File: config.mk
export PLATFORM = sky130hd
export DESIGN_NAME = sha_standard_pipelined_unpad_hash
export DESIGN_NICKNAME = d
export VERILOG_FILES = /design/src/rtl/sha_standard_pipelined_unpad_hash_pkg.sv /design/src/rtl/sha_standard_pipelined_unpad_hash_pad_word_check.sv /design/src/rtl/sha_standard_pipelined_unpad_hash.sv
export SDC_FILE = /design/constraint.sdc
export NUM_CORES = 1
export LEC_CHECK = 0
export BUFFER_PORTS_ARGS = -buffer_cell sky130_fd_sc_hd__buf_2
export CORE_AREA = 2 2 146 148
export CTS_CLUSTER_DIAMETER = 30
export DETAILED_ROUTE_END_ITERATION = 8
export DIE_AREA = 0 0 148 150
export GPL_ROUTABILITY_DRIVEN = 1
export PLACE_DENSITY_LB_ADDON = 0.05
export SYNTH_ARGS = -nofsm -noshare
export SYNTH_HDL_FRONTEND = slang
export SYNTH_SLANG_ARGS = --single-unit
File: constraint.sdc
create_clock -name clk -period 5.2 [get_ports clk]
set_clock_uncertainty 0.1 [all_clocks]
set_input_delay 0.26 -clock clk [delete_from_list [all_inputs] [get_ports clk]]
set_output_delay 0.26 -clock clk [all_outputs]
set_load 0.005 [all_outputs]
File: src/rtl/sha_standard_pipelined_unpad_hash_pkg.sv
// Shared definitions for the padded-block unpadder and its sibling padder:
// hash state layout, padding constants and word positions inside a padded block.
package sha_standard_pipelined_unpad_hash_pkg;

  typedef struct packed {
    logic [31:0] a;
    logic [31:0] b;
    logic [31:0] c;
    logic [31:0] d;
    logic [31:0] e;
    logic [31:0] f;
    logic [31:0] g;
    logic [31:0] h;
  } hash_state_t;

  localparam logic [31:0] SHA_PAD_LEN_256 = 32'd256;
  localparam logic [31:0] SHA_PAD_MARKER  = 32'h80000000;

  typedef enum logic [0:0] {
    StCollect = 1'b0,
    StHold    = 1'b1
  } unpad_state_t;

  // Word positions of the data fields within a padded block.
  localparam logic [3:0] IdxA    = 4'd0;
  localparam logic [3:0] IdxLen  = 4'd1;
  localparam logic [3:0] IdxPad  = 4'd8;
  localparam logic [3:0] IdxH    = 4'd9;
  localparam logic [3:0] IdxG    = 4'd10;
  localparam logic [3:0] IdxF    = 4'd11;
  localparam logic [3:0] IdxE    = 4'd12;
  localparam logic [3:0] IdxD    = 4'd13;
  localparam logic [3:0] IdxC    = 4'd14;
  localparam logic [3:0] IdxB    = 4'd15;

endpackage

File: src/rtl/sha_standard_pipelined_unpad_hash_pad_word_check.sv
// Combinational check of one padded-block word against its fixed padding value.
// Data positions (0, 9..15) never report a mismatch.
module sha_standard_pipelined_unpad_hash_pad_word_check
  import sha_standard_pipelined_unpad_hash_pkg::*;
#(
  parameter logic [31:0] LenWord = SHA_PAD_LEN_256,
  parameter logic [31:0] PadWord = SHA_PAD_MARKER
) (
  input  logic [3:0]  idx_i,
  input  logic [31:0] word_i,
  output logic        mismatch_o
);

  always_comb begin
    mismatch_o = 1'b0;
    case (idx_i)
      IdxLen:                                   mismatch_o = (word_i != LenWord);
      4'd2, 4'd3, 4'd4, 4'd5, 4'd6, 4'd7:       mismatch_o = (word_i != 32'd0);
      IdxPad:                                   mismatch_o = (word_i != PadWord);
      default:                                  mismatch_o = 1'b0;
    endcase
  end

endmodule

File: src/rtl/sha_standard_pipelined_unpad_hash.sv
// Collects a 16-word padded block one word per handshake, rebuilds the hash state
// and offers it downstream together with a sticky padding-error flag.
module sha_standard_pipelined_unpad_hash
  import sha_standard_pipelined_unpad_hash_pkg::*;
#(
  parameter logic [31:0] LEN_WORD = SHA_PAD_LEN_256,
  parameter logic [31:0] PAD_WORD = SHA_PAD_MARKER
) (
  input  logic        clk,
  input  logic        reset_n,
  input  logic        in_valid,
  input  logic        in_start,
  input  logic [31:0] in_word,
  output logic        in_ready,
  output logic        out_valid,
  input  logic        out_ready,
  output hash_state_t out_state,
  output logic        out_pad_error,
  output logic        drop_pulse
);

  unpad_state_t state_q, state_d;
  logic [3:0]   idx_q, idx_d;
  logic         err_q, err_d;
  logic         drop_q, drop_d;
  hash_state_t  hs_q, hs_d;
  logic         mismatch;

  sha_standard_pipelined_unpad_hash_pad_word_check #(
    .LenWord (LEN_WORD),
    .PadWord (PAD_WORD)
  ) u_pad_check (
    .idx_i      (idx_q),
    .word_i     (in_word),
    .mismatch_o (mismatch)
  );

  always_comb begin
    state_d = state_q;
    idx_d   = idx_q;
    err_d   = err_q;
    hs_d    = hs_q;
    drop_d  = 1'b0;
    unique case (state_q)
      StCollect: begin
        if (in_valid) begin
          if (in_start) begin
            // A start mid-block abandons whatever was collected so far.
            hs_d.a = in_word;
            idx_d  = 4'd1;
            err_d  = 1'b0;
            drop_d = (idx_q != IdxA);
          end else if (idx_q == IdxA) begin
            drop_d = 1'b1;
          end else begin
            err_d = err_q | mismatch;
            case (idx_q)
              IdxH:    hs_d.h = in_word;
              IdxG:    hs_d.g = in_word;
              IdxF:    hs_d.f = in_word;
              IdxE:    hs_d.e = in_word;
              IdxD:    hs_d.d = in_word;
              IdxC:    hs_d.c = in_word;
              IdxB:    hs_d.b = in_word;
              default: ;
            endcase
            idx_d = idx_q + 4'd1;
            if (idx_q == IdxB) begin
              state_d = StHold;
            end
          end
        end
      end
      StHold: begin
        if (out_ready) begin
          state_d = StCollect;
        end
      end
      default: state_d = StCollect;
    endcase
  end

  always_ff @(posedge clk or negedge reset_n) begin
    if (!reset_n) begin
      state_q <= StCollect;
      idx_q   <= 4'd0;
      err_q   <= 1'b0;
      drop_q  <= 1'b0;
      hs_q    <= '0;
    end else begin
      state_q <= state_d;
      idx_q   <= idx_d;
      err_q   <= err_d;
      drop_q  <= drop_d;
      hs_q    <= hs_d;
    end
  end

  assign in_ready      = (state_q == StCollect);
  assign out_valid     = (state_q == StHold);
  assign out_state     = hs_q;
  assign out_pad_error = err_q;
  assign drop_pulse    = drop_q;

endmodule

=== Word-level counts from Yosys, hierarchy flattened ===
Index checks and enable logic that the tools add are counted.

* Register bits: 263
* Word-level logic and storage cells: 63
* Input bits: 37
* Output and inout bits: 260

* Muxes and demuxes: 15
* Add/sub/neg operators: 1
* Bitwise operators: 4
* Equal/unequal tests: 18
* Reductions and logical operators: 13

{| class="wikitable"
|+ Operators by type and width
! kind !! number
|-
| AND reduction 5 bit || 7
|-
| equality test 4 bit, second input constant || 8
|-
| inequality test 32 bit, second input constant || 1
|-
| inequality test 32 x 9 -> 1 bit, second input constant || 1
|-
| nonzero test 32 bit || 1
|-
| equality test 4 x 3 -> 1 bit, second input constant || 4
|-
| 2-to-1 mux 1 bit || 11
|-
| equality test 4 x 2 -> 1 bit, second input constant || 2
|-
| 2-to-1 mux 4 bit || 2
|-
| AND reduction 3 bit || 2
|-
| OR reduction 6 bit || 1
|-
| adder 4 x 1 -> 4 bit, second input constant || 1
|-
| equality test 4 x 1 -> 1 bit, second input constant || 1
|-
| logical NOT 4 bit || 1
|-
| nonzero test 4 bit || 1
|-
| inverter 1 bit || 3
|-
| one-hot mux 1 bit (3 select lines) || 1
|-
| inequality test 2 bit, second input constant || 1
|-
| one-hot mux 1 bit (2 select lines) || 1
|-
| bitwise OR 1 bit || 1
|}

=== Longest topological paths before layout ===
* Depth after elaboration: 6
* Mapped depth: 11
* Mapped depth without buffers: 10

=== Modules after synthesis ===
Synthesis repeated with hierarchy kept, for this count alone.

* Cells, all modules: 613
* Area total of the unflattened synthesis: 10158.5 µm²

{| class="wikitable"
|+ Modules (own cells, without submodules)
! module !! area each (µm²) !! sequential area each (µm²) !! instances !! cells each
|-
| sha_standard_pipelined_unpad_hash || 10020.9 || 6581.3 || 1 || 592
|-
| sha_standard_pipelined_unpad_hash_pad_word_check || 137.6 || 0.0 || 1 || 21
|}

=== Worst setup path before layout ===
Ideal clock, no wire load.

* Path kind: register to register
* Start point: register idx_q[0]
* End point: register hs_q (netlist bit out_state[40])
* Clock period less this slack: 2369 ps
* Stages on the path, launching flop included: 12
* Setup time: 128 ps
* Path slack: 2831 ps
* Buffers on the path: 2
* Required time: 4972 ps
* Arrival: 2141 ps
* Cells stage by stage: dfrtp_1 -> inv_1 -> ha_1 -> nand2b_1 -> or2_2 -> ha_1 -> nand3_1 -> nor3_1 -> and2_1 -> clkbuf_2 -> buf_4 -> mux2_1

* Longest elaborated chain between the ends: 3
* Elaborated cells between the ends (all ways): 4
* Those cells by class: eq/ne (1); bitwise (1); reduce/logical (2)

{| class="wikitable"
|+ Ends and longest elaborated chain
! item !! RTL line !! source
|-
| from (decl) || sha_standard_pipelined_unpad_hash.sv:23 || <nowiki>logic [3:0] idx_q, idx_d;</nowiki>
|-
| from (signal assigned) || sha_standard_pipelined_unpad_hash.sv:92 || <nowiki>idx_q <= idx_d;</nowiki>
|-
| logical NOT 4 bit || sha_standard_pipelined_unpad_hash.sv:53 || <nowiki>end else if (idx_q == IdxA) begin</nowiki>
|-
| inverter 1 bit (no line) || n/a ||
|-
| AND reduction 5 bit (no line) * || n/a ||
|-
| to (signal assigned) || sha_standard_pipelined_unpad_hash.sv:95 || <nowiki>hs_q <= hs_d;</nowiki>
|-
| to (decl) || sha_standard_pipelined_unpad_hash.sv:26 || <nowiki>hash_state_t hs_q, hs_d;</nowiki>
|}

Every way passes the cells marked *; elsewhere a longest branch is shown, timed or not.
A chain may end at the register's enable or synchronous reset.

=== Worst setup path in the final report ===
* Start point: register idx_q[0]
* End point: register hs_q (netlist bit out_state[112])

The elaborated chain is that of the path after synthesis.

==> results_dict.tcl <==
set metrics [dict create \
    dieArea_um2 22200 \
    clk_latency_ns 0.53 \
    p_sw_mw 1.90 \
    cts_tree "built" \
    period_share_pct 60.2 \
    path_cells "inv_1, ha_1, nand2b_1, or2_2, ha_1, nand3_1, nor3b_2, nand2_2, mux2_2" \
    synth_nets 664 \
    start_util_pct 49.0 \
    routed_wl_mm 26.3 \
    p_int_mw 5.68 \
    max_freq_mhz 319 \
    vias 6543 \
    drt_first_pass_iters 4 \
    h-tree-depth 2 \
    slowest_delay_ns 0.70 \
    cts.root.buffer_cell "clkbuf_16" \
    slew-limit-headroom_pct 24.4 \
    num_rows 53 \
    syn_inst 621 \
    start_kind "register" \
    syn2layout_area_growth_pct 35.1 \
    die_height_um 150 \
    hold_path_depth 2 \
    swShare_pct 25.0 \
    cap_violations 0 \
    overflow 0 \
    ys_seq_area_share_pct 64.9 \
    ys_warn_count 0 \
    ir_drop_mv 0.298 \
    power.density_nw_per_um2 553 \
    antenna_found_initial 0 \
    r2r_start "idx_q[0]$_DFFE_PN0P_" \
    vias_per_cell 5.16 \
    ctsLongestPathBuffers 3 \
    critPathKind "register to register" \
    hold_viol 0 \
    outcome "finished clean" \
    synth_cell_types 31 \
    cts_resized 0 \
    cp_common_cell "ha_1" \
    drt-initial-drc-count 174 \
    core_um2 20700 \
    cts_made_buffers 49 \
    hold_end "out_state[16]$_DFFE_PN0P_" \
    fill_cells 1567 \
    required_ns 5.50 \
    antenna_cells 0 \
    reg2reg_setup_slack_ns 2.07 \
    ys_ff_latch 263 \
    cp.arrival_ns 3.44 \
    crit_path_max_fanout 32 \
    multi_input_area_um2 3300 \
    syn_area_um2 10100 \
    avgRoutedWirePerCell_um 20.8 \
    endpoint_kind "register" \
    fin_setup_tns_ns 0 \
    die_x_um 148 \
    portBuffers 296 \
    hold_class "primary input to register" \
    maxSlewViolCount 0 \
    drc 0 \
    pwr-share-comb_pct 18.4 \
    dp_hpwl_mm 16.9 \
    critical-path-top-delay-family "simple AND/OR/NAND/NOR gates" \
    rsz0062_at_grt "false" \
    cts_sinks 263 \
    drive_gt1_share_pct 64.2 \
    layout.nets 1000 \
    ios 297 \
    antenna_left 0 \
    seq_power_share_pct 38.0 \
    setup_violations 0 \
    place.gp.congestion 0.826 \
    tightest_slew_ns 1.13 \
    clk_pin_slew_ns 0.05 \
    grt_pass1_wl_mm 39.6 \
    period_needed_ns 3.13 \
    holdWs_ns 0.0176 \
    post-route-util_pct 66.2 \
    seq_area_um2 6580 \
    grt_pass1_vias 6783 \
    syn_area_per_cell_um2 16.3 \
    cp.buffers_inverters 1 \
    crit_slowest_cell "nand2_2" \
    grt_use_total_pct 23.4 \
    worstReg2RegEnd "out_state[112]$_DFFE_PN0P_" \
    grt_max_degree 138 \
    p_leak_nw 7.44 \
    rr_worst_depth 9 \
    hp-start "in_word[16]" \
    clockPowerShare_pct 43.5 \
]
[worst reg2reg max path, delay by kind of cell (launching register included)]
kind | cells | cell delay (ns)
multiplexers | 1 | 0.55
buffers and inverters | 1 | 0.10
AND/OR/NAND/NOR | 5 | 1.46
adder cells (fa/ha/maj) | 2 | 0.41
flip-flops | 1 | 0.40
[cell usage in the layout, fill, tap and decap left out, types with 2 or more instances in the layout]
cell             n
nand2_1          5
bufinv_16        9
a21oi_1          3
nand2_2          4
and2_2           3
dlygate4sd3_1   20
clkbuf_1         7
mux2_1           6
o21ai_0          6
mux2_2         250
inv_6            2
clkbuf_16       51
nand2b_1         3
ha_1             6
nor2_1           7
dfrtp_1        263
clkinv_2         8
nor3_1           3
buf_2          295
clkinvlp_4       2
clkbuf_8         6
inv_1            5
nor4_1           7
nand3_1          3
nand4_1          3
[how the worst max path moves through the flow]
stage | startpoint | endpoint | slack (ns) | depth (start not counted)
floorplan | idx_q[0]$_DFFE_PN0P_ | out_state[40]$_DFFE_PN0P_ | 2.83 | 11
global placement | idx_q[0]$_DFFE_PN0P_ | out_state[113]$_DFFE_PN0P_ | 2.18 | 9
detailed placement | idx_q[0]$_DFFE_PN0P_ | out_state[122]$_DFFE_PN0P_ | 2.05 | 9
CTS | idx_q[0]$_DFFE_PN0P_ | out_state[122]$_DFFE_PN0P_ | 2.05 | 9
global route | idx_q[0]$_DFFE_PN0P_ | out_state[122]$_DFFE_PN0P_ | 1.85 | 9
finish | idx_q[0]$_DFFE_PN0P_ | out_state[112]$_DFFE_PN0P_ | 2.07 | 9
[stage by stage]
step           setup WS [ns]  power (mW)  std cells  cell area (um^2)
2_1_floorplan           2.83        3.50        621             10100
3_3_place_gp            2.18        4.25       1161             11800
3_5_place_dp            2.05        4.31       1161             11800
4_1_cts                 2.05        7.65       1267             13700
5_1_grt                 1.85        7.93       1267             13700
6_report                2.07        7.58       1267             13700
[kinds of logic (layout without fill, tap and decap cells)]
| kind of cell | count (synthesis) | in the layout | synth area share (%) |
|---|---|---|---|
| adders and majority gates | 6 | 6 | 0.740 |
| AOI/OAI and AO/OA | 13 | 13 | 0.740 |
| buffers and inverters | 37 | 408 | 2.69 |
| and+or+nand+nor | 45 | 45 | 2.39 |
| DFF | 263 | 263 | 64.9 |
| muxes | 257 | 257 | 28.5 |
[routing by layer]
metal	vias up	routed length [um]	global-route usage (%)	share of wire, %
met5	-	0	0	0
met4	0	650	8.33	2.5
met3	50	1800	6.52	6.9
met2	239	13000	38.6	49
met1	3361	10900	29.7	41
li1	2893	-	-	-
[area by class of cell]
type / count / share of cell area, %
Clock buffer: 64 / 10.1
Clock inverter: 22 / 2.57
Inverter: 5 / 0.137
Multi-Input combinational cell: 321 / 24.1
Sequential cell: 263 / 48.0
Tap cell: 275 / 2.51
Timing Repair Buffer: 317 / 12.5
[cells in the mapped netlist (all sizes together)]
library cell,count,area share (%)
a21o,1,0.074
a31oi,1,0.062
nand3,4,0.20
nand4,3,0.19
dfrtp,263,65
and2,3,0.19
buf,26,2.2
ha,6,0.74
nand3b,1,0.074
nand2,9,0.33
nor3,3,0.15
or3,1,0.062
o21ai,6,0.30
clkbuf,6,0.26
nor3b,1,0.12
mux2i,1,0.099
a32oi,1,0.086
a211oi,1,0.074
nor2,7,0.26
mux2,256,28
nor4,7,0.43
or2,1,0.062
a21oi,3,0.15
or3b,1,0.086
and3,1,0.062
nand2b,3,0.19
inv,5,0.19
[what timing repair did]
item,4_1_cts,5_1_grt
buffers inserted,0,0
hold endpoints to repair,235,0
hold buffers,20,0
[state kept, by name, indices dropped and copies added (netlist names)]
signal         flops
idx_q              4
out_state        256
out_pad_error      1
out_valid          1
drop_pulse         1
[power groups by stage]
| stage | Sequential (mW) | Clock [mW] | Combinational [mW] |
|---|---|---|---|
| 3_5_place_dp | 2.90 | 0 | 1.41 |
| 2_1_floorplan | 2.91 | 0 | 0.584 |
| 6_report | 2.88 | 3.30 | 1.40 |
| 3_3_place_gp | 2.88 | 0 | 1.37 |
| 5_1_grt | 2.95 | 3.46 | 1.52 |
| 4_1_cts | 2.88 | 3.34 | 1.42 |
No activity file was read; power rests on OpenSTA's default activity.
